--- src/rtl/m_loader_pkg.sv ---
// m_loader_pkg: shared state encoding and frame constants for the program loader
package m_loader_pkg;
  typedef enum logic [2:0] {
    S_IDLE = 3'd0,
    S_LEN0 = 3'd1,
    S_LEN1 = 3'd2,
    S_DATA = 3'd3,
    S_CSUM = 3'd4,
    S_DONE = 3'd5,
    S_ERR  = 3'd6
  } state_e;
  localparam logic [7:0] SYNC_BYTE_DEF = 8'hA5;
  localparam int OFS_SYNC   = 0;
  localparam int OFS_LEN_LO = 1;
  localparam int OFS_LEN_HI = 2;
  localparam int OFS_DATA   = 3;
endpackage

--- src/rtl/m_loader_idle_timer.sv ---
// m_idle_timer: saturating idle-cycle counter, expires at TIMEOUT (never when TIMEOUT==0)
module m_idle_timer #(
  parameter int TIMEOUT = 1000000
) (
  input  logic clk,
  input  logic rst_n,
  input  logic clr_i,
  input  logic en_i,
  output logic expired_o
);
  localparam int W = TIMEOUT > 0 ? $clog2(TIMEOUT + 1) : 1;
  localparam logic [W-1:0] LIMIT = W'(TIMEOUT);
  logic [W-1:0] cnt_q;
  always_ff @(posedge clk)
    if (!rst_n || clr_i) cnt_q <= '0;
    else if (en_i && cnt_q != LIMIT) cnt_q <= cnt_q + 1'b1;
  assign expired_o = (TIMEOUT != 0) && (cnt_q == LIMIT);
endmodule

--- src/rtl/m_program_loader.sv ---
// m_program_loader: framed byte stream to instruction-memory writes, gates core clock enable
module m_program_loader
  import m_loader_pkg::*;
#(
  parameter int         ADDR_W    = 12,
  parameter int         MAX_WORDS = 4096,
  parameter logic [7:0] SYNC_BYTE = SYNC_BYTE_DEF,
  parameter int         TIMEOUT   = 1000000
) (
  input  logic              w_clk,
  input  logic              w_rst_n,
  input  logic              w_in_valid,
  input  logic [7:0]        w_in_data,
  output logic              w_in_ready,
  output logic              w_we,
  output logic [ADDR_W-1:0] w_addr,
  output logic [31:0]       w_wdata,
  output logic              w_ce,
  output logic              w_busy,
  output logic              w_err,
  output logic [ADDR_W:0]   w_nwords
);
  state_e state_q, state_d;
  logic [15:0] len_q, len_d;
  logic [7:0] csum_q, csum_d;
  logic [1:0] bcnt_q, bcnt_d;
  logic [23:0] word_q, word_d;
  logic [ADDR_W:0] idx_q, idx_d, nwords_q, nwords_d;
  logic we_q, we_d;
  logic [ADDR_W-1:0] addr_q, addr_d;
  logic [31:0] wdata_q, wdata_d;
  logic xfer, expired;
  assign w_in_ready = state_q != S_ERR;
  assign xfer = w_in_valid && w_in_ready;
  assign w_busy = state_q inside {S_LEN0, S_LEN1, S_DATA, S_CSUM};
  assign w_ce = state_q == S_DONE;
  assign w_err = state_q == S_ERR;
  assign w_we = we_q;
  assign w_addr = addr_q;
  assign w_wdata = wdata_q;
  assign w_nwords = nwords_q;
  m_idle_timer #(.TIMEOUT(TIMEOUT)) u_timer (
    .clk(w_clk),
    .rst_n(w_rst_n),
    .clr_i(xfer || state_d != state_q),
    .en_i(w_busy),
    .expired_o(expired)
  );
  always_comb begin
    state_d = state_q;
    len_d = len_q;
    csum_d = csum_q;
    bcnt_d = bcnt_q;
    word_d = word_q;
    idx_d = idx_q;
    nwords_d = nwords_q;
    we_d = 1'b0;
    addr_d = addr_q;
    wdata_d = wdata_q;
    case (state_q)
      S_IDLE, S_DONE: if (xfer && w_in_data == SYNC_BYTE) begin
        state_d = S_LEN0;
        csum_d = '0;
        bcnt_d = '0;
        idx_d = '0;
      end
      S_LEN0: if (xfer) begin
        state_d = S_LEN1;
        len_d = {8'h00, w_in_data};
        csum_d = csum_q ^ w_in_data;
      end
      S_LEN1: if (xfer) begin
        len_d = {w_in_data, len_q[7:0]};
        csum_d = csum_q ^ w_in_data;
        state_d = len_d > 16'(MAX_WORDS) ? S_ERR : len_d == 16'd0 ? S_CSUM : S_DATA;
      end
      S_DATA: if (xfer) begin
        csum_d = csum_q ^ w_in_data;
        bcnt_d = bcnt_q + 1'b1;
        word_d = {w_in_data, word_q[23:8]};
        // byte 3 completes the word; the write appears on the following cycle
        if (bcnt_q == 2'd3) begin
          we_d = 1'b1;
          wdata_d = {w_in_data, word_q};
          addr_d = idx_q[ADDR_W-1:0];
          idx_d = idx_q + 1'b1;
          state_d = 16'(idx_d) == len_q ? S_CSUM : S_DATA;
        end
      end
      S_CSUM: if (xfer) begin
        state_d = w_in_data == csum_q ? S_DONE : S_ERR;
        nwords_d = w_in_data == csum_q ? len_q[ADDR_W:0] : nwords_q;
      end
      default: ;
    endcase
    if (expired && w_busy) state_d = S_ERR;
  end
  always_ff @(posedge w_clk)
    if (!w_rst_n) begin
      state_q <= S_IDLE;
      len_q <= '0;
      csum_q <= '0;
      bcnt_q <= '0;
      word_q <= '0;
      idx_q <= '0;
      nwords_q <= '0;
      we_q <= 1'b0;
      addr_q <= '0;
      wdata_q <= '0;
    end else begin
      state_q <= state_d;
      len_q <= len_d;
      csum_q <= csum_d;
      bcnt_q <= bcnt_d;
      word_q <= word_d;
      idx_q <= idx_d;
      nwords_q <= nwords_d;
      we_q <= we_d;
      addr_q <= addr_d;
      wdata_q <= wdata_d;
    end
endmodule

--- config.mk ---
export PLATFORM = sky130hd
export DESIGN_NAME = m_program_loader
export DESIGN_NICKNAME = d
export VERILOG_FILES = /design/src/rtl/m_loader_pkg.sv /design/src/rtl/m_loader_idle_timer.sv /design/src/rtl/m_program_loader.sv
export SDC_FILE = /design/constraint.sdc
export NUM_CORES = 1
export LEC_CHECK = 0
export BUFFER_PORTS_ARGS = -buffer_cell sky130_fd_sc_hd__buf_2
export CELL_PAD_IN_SITES_DETAIL_PLACEMENT = 1
export CELL_PAD_IN_SITES_GLOBAL_PLACEMENT = 2
export CORE_MARGIN = 2
export CORE_UTILIZATION = 38
export DETAILED_ROUTE_END_ITERATION = 10
export GPL_TIMING_DRIVEN = 1
export PLACE_DENSITY_LB_ADDON = 0.2
export SLEW_MARGIN = 40
export SYNTH_ARGS = -nofsm -noshare
export SYNTH_HDL_FRONTEND = slang
export SYNTH_SLANG_ARGS = --single-unit
export TNS_END_PERCENT = 1
--- constraint.sdc ---
create_clock -name w_clk -period 3.44 [get_ports w_clk]
set_clock_uncertainty 0.15 [all_clocks]
set_input_delay 0.516 -clock w_clk [delete_from_list [all_inputs] [get_ports w_clk]]
set_output_delay 0.516 -clock w_clk [all_outputs]
set_load 0.1 [all_outputs]
# Word-level counts from Yosys, hierarchy flattened
# Cells that the tools add are included.
# op_classes
addsub	3
n_lt_le_gt_ge	1
eq_ne	20
n_mux	26
bitwise	2
n_reduce_logical	24
# ops
operator	count
13-bit 2-to-1 mux	3
16-bit 2-to-1 mux	2
16-bit one-hot mux with 2 select lines	1
3-bit 2-to-1 mux	10
13-bit one-hot mux with 2 select lines	1
3-bit AND reduction	7
20-bit by 1-bit adder with 20-bit output (second input constant)	1
20-bit == test (second input constant)	1
20-bit inequality test (second input constant)	1
13-bit by 16-bit == test with 1-bit output	1
16-bit by 13-bit > comparator with 1-bit output (second input constant)	1
16-bit logical NOT	1
8-bit 2-to-1 mux	2
8-bit one-hot mux with 2 select lines	1
3-bit one-hot mux with 5 select lines	1
13-bit by 1-bit adder with 13-bit output (second input constant)	1
3-bit == test (second input constant)	3
8-bit == test	1
8-bit == test (second input constant)	1
2-bit inequality test (second input constant)	4
8-bit XOR	1
3-bit by 2-bit == test with 1-bit output (second input constant)	2
2-bit 2-to-1 mux	3
2-bit nonzero test	3
other kinds (18)	23
# totals
ff_bits	144
out_inout_bits	62
wordCells	88

# Logic depth before layout (Yosys ltp)
# depth
depth_word	10
ltp_mapped	8

# Hierarchy
# A second synthesis with hierarchy kept.
# unflattened
hier_cells	820
hier_area_um2	6800.3
# by_module_without_submodules
mod	n_inst	cells_per_inst	area_per_inst_um2	seq_area_each_um2
m_program_loader	1	697	5778.0	2482.4
m_idle_timer	1	123	1022.2	400.4

# Least setup slack after synthesis
# OpenSTA, ideal clock, no wires.
# synth_timing
path_kind	flip-flop to output port
from	register state_q[1]
to	output w_ce
t_arrival_ps	2762
t_required_ps	2774
slack_ps	12
path_stages_with_launch	4
path_buffers	2
path_cell_list	dfxtp_1 -> buf_2 -> clkbuf_1 -> nor3_1
# synth_via
elab_chain_len	1
# synth_rtl
item	line_no	rtl
start, declared	m_program_loader.sv:23	state_e state_q, state_d;
start signal, assigned	m_program_loader.sv:111	state_q <= state_d;
3-bit == test	m_program_loader.sv:36	assign w_ce = state_q == S_DONE;
end, declared	m_program_loader.sv:18	output logic w_ce,
# Every way passes these cells.

# Worst setup path in the final report
# layout_timing
from	register state_q[0]
to	output w_ce
# The elaborated chain is that of the path after synthesis.

==> run summary <==
Maximum clock insertion buffer count -> 2
Commonest non-fill, non-tap cells in the layout -> 181 x nand2_1, 144 x dfxtp_1, 79 x a21boi_0, 72 x buf_2, 32 x nor2_1
Most common cell after layout, fill and taps aside -> nand2_1
Distinct cells, synth -> 66
Worst IR Drop VDD -> 0.346 mV
# diodes -> 0
Die width -> 137 um
WP data arrival -> 2110 ps
Power per cell area -> 492 mW/mm2
Async SR Flop Fraction -> 0%
Die height -> 137 um
Syn_nets -> 799
YS warnings -> 0
Worst reg2reg path endpoint -> state_q[0]$_SDFF_PN0_
Placer Congestion -> 0.836
Worst slew pin tran -> 706 ps
Flop2flop setup slack -> 790 ps
Critical Setup Path Class -> register to output port
Tcrit/Tclk final -> 80.8%
CTS buffer count -> 17
Post-DP Area -> 0.00716 mm2
Drc violations -> 0
Post-synthesis sequential area ratio -> 43.2%
Crit path max fanout -> 16
Finish-stage setup viols -> 0
Setup crit start kind -> register
Initial DRC count -> 299
Post-CTS Resized -> 0
Total wire length -> 18.7 mm
Hold Fails Final Rpt -> 0
Io pins -> 73
Final min period -> 2780 ps
Fin Setup TNS -> 0 ps
Static Leak -> 0.00279 uW
Top_reg_cell synth -> dfxtp_1
First-pass GRT wire length -> 30.6 mm
I/O Buffers -> 72
Max cap viols -> 0
Worst r2r src -> idx_q[0]$_SDFFE_PN0P_
Die Area -> 0.0186 mm2
Post-CTS setup buffer count -> 0
FF+latch count, synth -> 144
Vias in the first global route -> 5839
Clock transition at path regs -> 60 ps
Layout Nets -> 845
Number of synthesized flops with an enable pin -> 0
Antenna viol nets, final -> 0
RSZ-0062 raised after global routing -> false
Cts hold-fix bufs -> 0
Ratio of cells with drive above 1 in the final layout -> 14.7%
Status -> complete, no violations
Hold endpoint -> w_wdata[15]$_SDFFE_PN0P_
Post-Syn Area per Cell -> 8.51 um2
GR Overflow Total -> 0
First-pass DRT Iterations -> 4
Number of vias per cell -> 5.37
Min-delay src -> w_wdata[15]$_SDFFE_PN0P_
Worst R2R Path Depth -> 7
Area Growth Syn to Fin -> 17.3%
H-tree depth -> 4
Hold depth -> 2
Post-Syn Instances -> 784
Antenna violations before repair -> 0
Fmax achieved -> 0.360 GHz
Synth Cell Area -> 0.00667 mm2
CP endpoint kind -> output port
Slew Viols, Final -> 0
Average wire per standard cell -> 17.5 um
Post-DP HPWL -> 12.8 mm
Data required, critical path -> 2770 ps
Largest net degree at the start of global routing -> 133
Core Area -> 0.0172 mm2
Worst hold path type -> register to register
Rel. slew slack -> 52.8%
CTS tree -> done
Total power -> 3850 uW
Placement Rows -> 48
Initial core utilization -> 38.7%
GRT Util Overall -> 21.0%
Vias -> 5730
Clk_lat worst skew -> 420 ps
TritonCTS sink count -> 144
Root Driver -> clkbuf_16
Fin area -> 0.00783 mm2
## metal layers
metal  vias to the layer above  GRT usage, %  routed length (um)
met4                         0          7.06                 327
met5                         -             0                   0
li1                       2783             -                   -
met1                      2797          27.2                8490
met2                       119          34.7                9190
met3                        31          4.44                 687
## worst max-delay path, cell delays in order, from the launching register on
cell and delay [ps]:
dfxtp_1 640, inv_1 250, nor3_1 310, buf_2 490
## power by group
group	internal, uW	total [uW]	leakage [uW]	switching [uW]
Sequential	1670	1670	0.00116	0.725
Combinational	31.2	85.8	0.00131	54.6
Clock	1400	2100	0.000317	699
## cell families after synthesis
group / after synthesis / share of synthesized area (%)
buf+inv: 66 / 4.33
compound gates: 161 / 17.5
simple gates: 351 / 26.3
fa+ha+maj: 4 / 0.750
mux: 15 / 2.25
flops: 144 / 43.2
xor+xnor: 43 / 5.64
## registers in the layout (all words and copies together) (netlist names)
| signal | count |
|---|---|
| u_timer.cnt_q | 20 |
| state_q | 3 |
| word_q | 24 |
| w_wdata | 32 |
| bcnt_q | 2 |
| w_addr | 12 |
| w_we | 1 |
| len_q | 16 |
| csum_q | 8 |
| w_nwords | 13 |
| idx_q | 13 |
## area by class of cell
cell class	instances	area, um2
clock buffers	22	464
clock inverters	9	204
fillers	2027	9410
inverters	11	41.3
multi-input cells	574	3500
flip-flops and latches	144	2880
well taps	225	282
repair buffers	82	448
## cells in the mapped netlist, drive strengths merged (3+ instances only)
master	n	area [um2]
buf	24	131
nand4	12	75.1
xnor2	23	201
inv	11	41.3
o21a	3	22.5
nor3	12	70.1
clkbuf	31	116
a21boi	82	616
nor4	13	96.3
nor2b	27	169
and4	5	46.3
and2	8	50.1
nor3b	4	41.3
o21ai	23	115
or3	8	50.1
and4b	10	100
a31o	9	78.8
and3	8	51.3
nand2b	5	33.8
a22oi	8	60.1
xor2	20	175
nand3	12	60.1
dfxtp	144	2880
ha	4	50.1
nand3b	3	22.5
nor2	32	120
nand2	183	689
a21oi	13	65.1
mux2i	15	150
a31oi	7	43.8
## per-stage QoR
step                cells  hold WS [ps]  setup slack, ps  util [%]
finish               1067           312              661      45.4
global route         1067           306              502      45.4
CTS                  1067           298              679      45.4
detailed placement   1036           309              774      41.5
global placement     1036           299              871      41.5
floorplan             784           291             11.5         -
## worst max path at each step
stage | start | endpoint | slack (ps) | depth (start not counted)
detailed placement | state_q[2]$_SDFF_PN0_ | u_timer.cnt_q[18]$_SDFFE_PP0P_ | 770 | 6
CTS | state_q[0]$_SDFF_PN0_ | w_ce | 680 | 3
finish | state_q[0]$_SDFF_PN0_ | w_ce | 660 | 3
global placement | state_q[2]$_SDFF_PN0_ | u_timer.cnt_q[16]$_SDFFE_PP0P_ | 870 | 6
global route | state_q[0]$_SDFF_PN0_ | w_ce | 500 | 3
floorplan | state_q[1]$_SDFF_PN0_ | w_ce | 10 | 3
(Power assumes the default switching activity.)
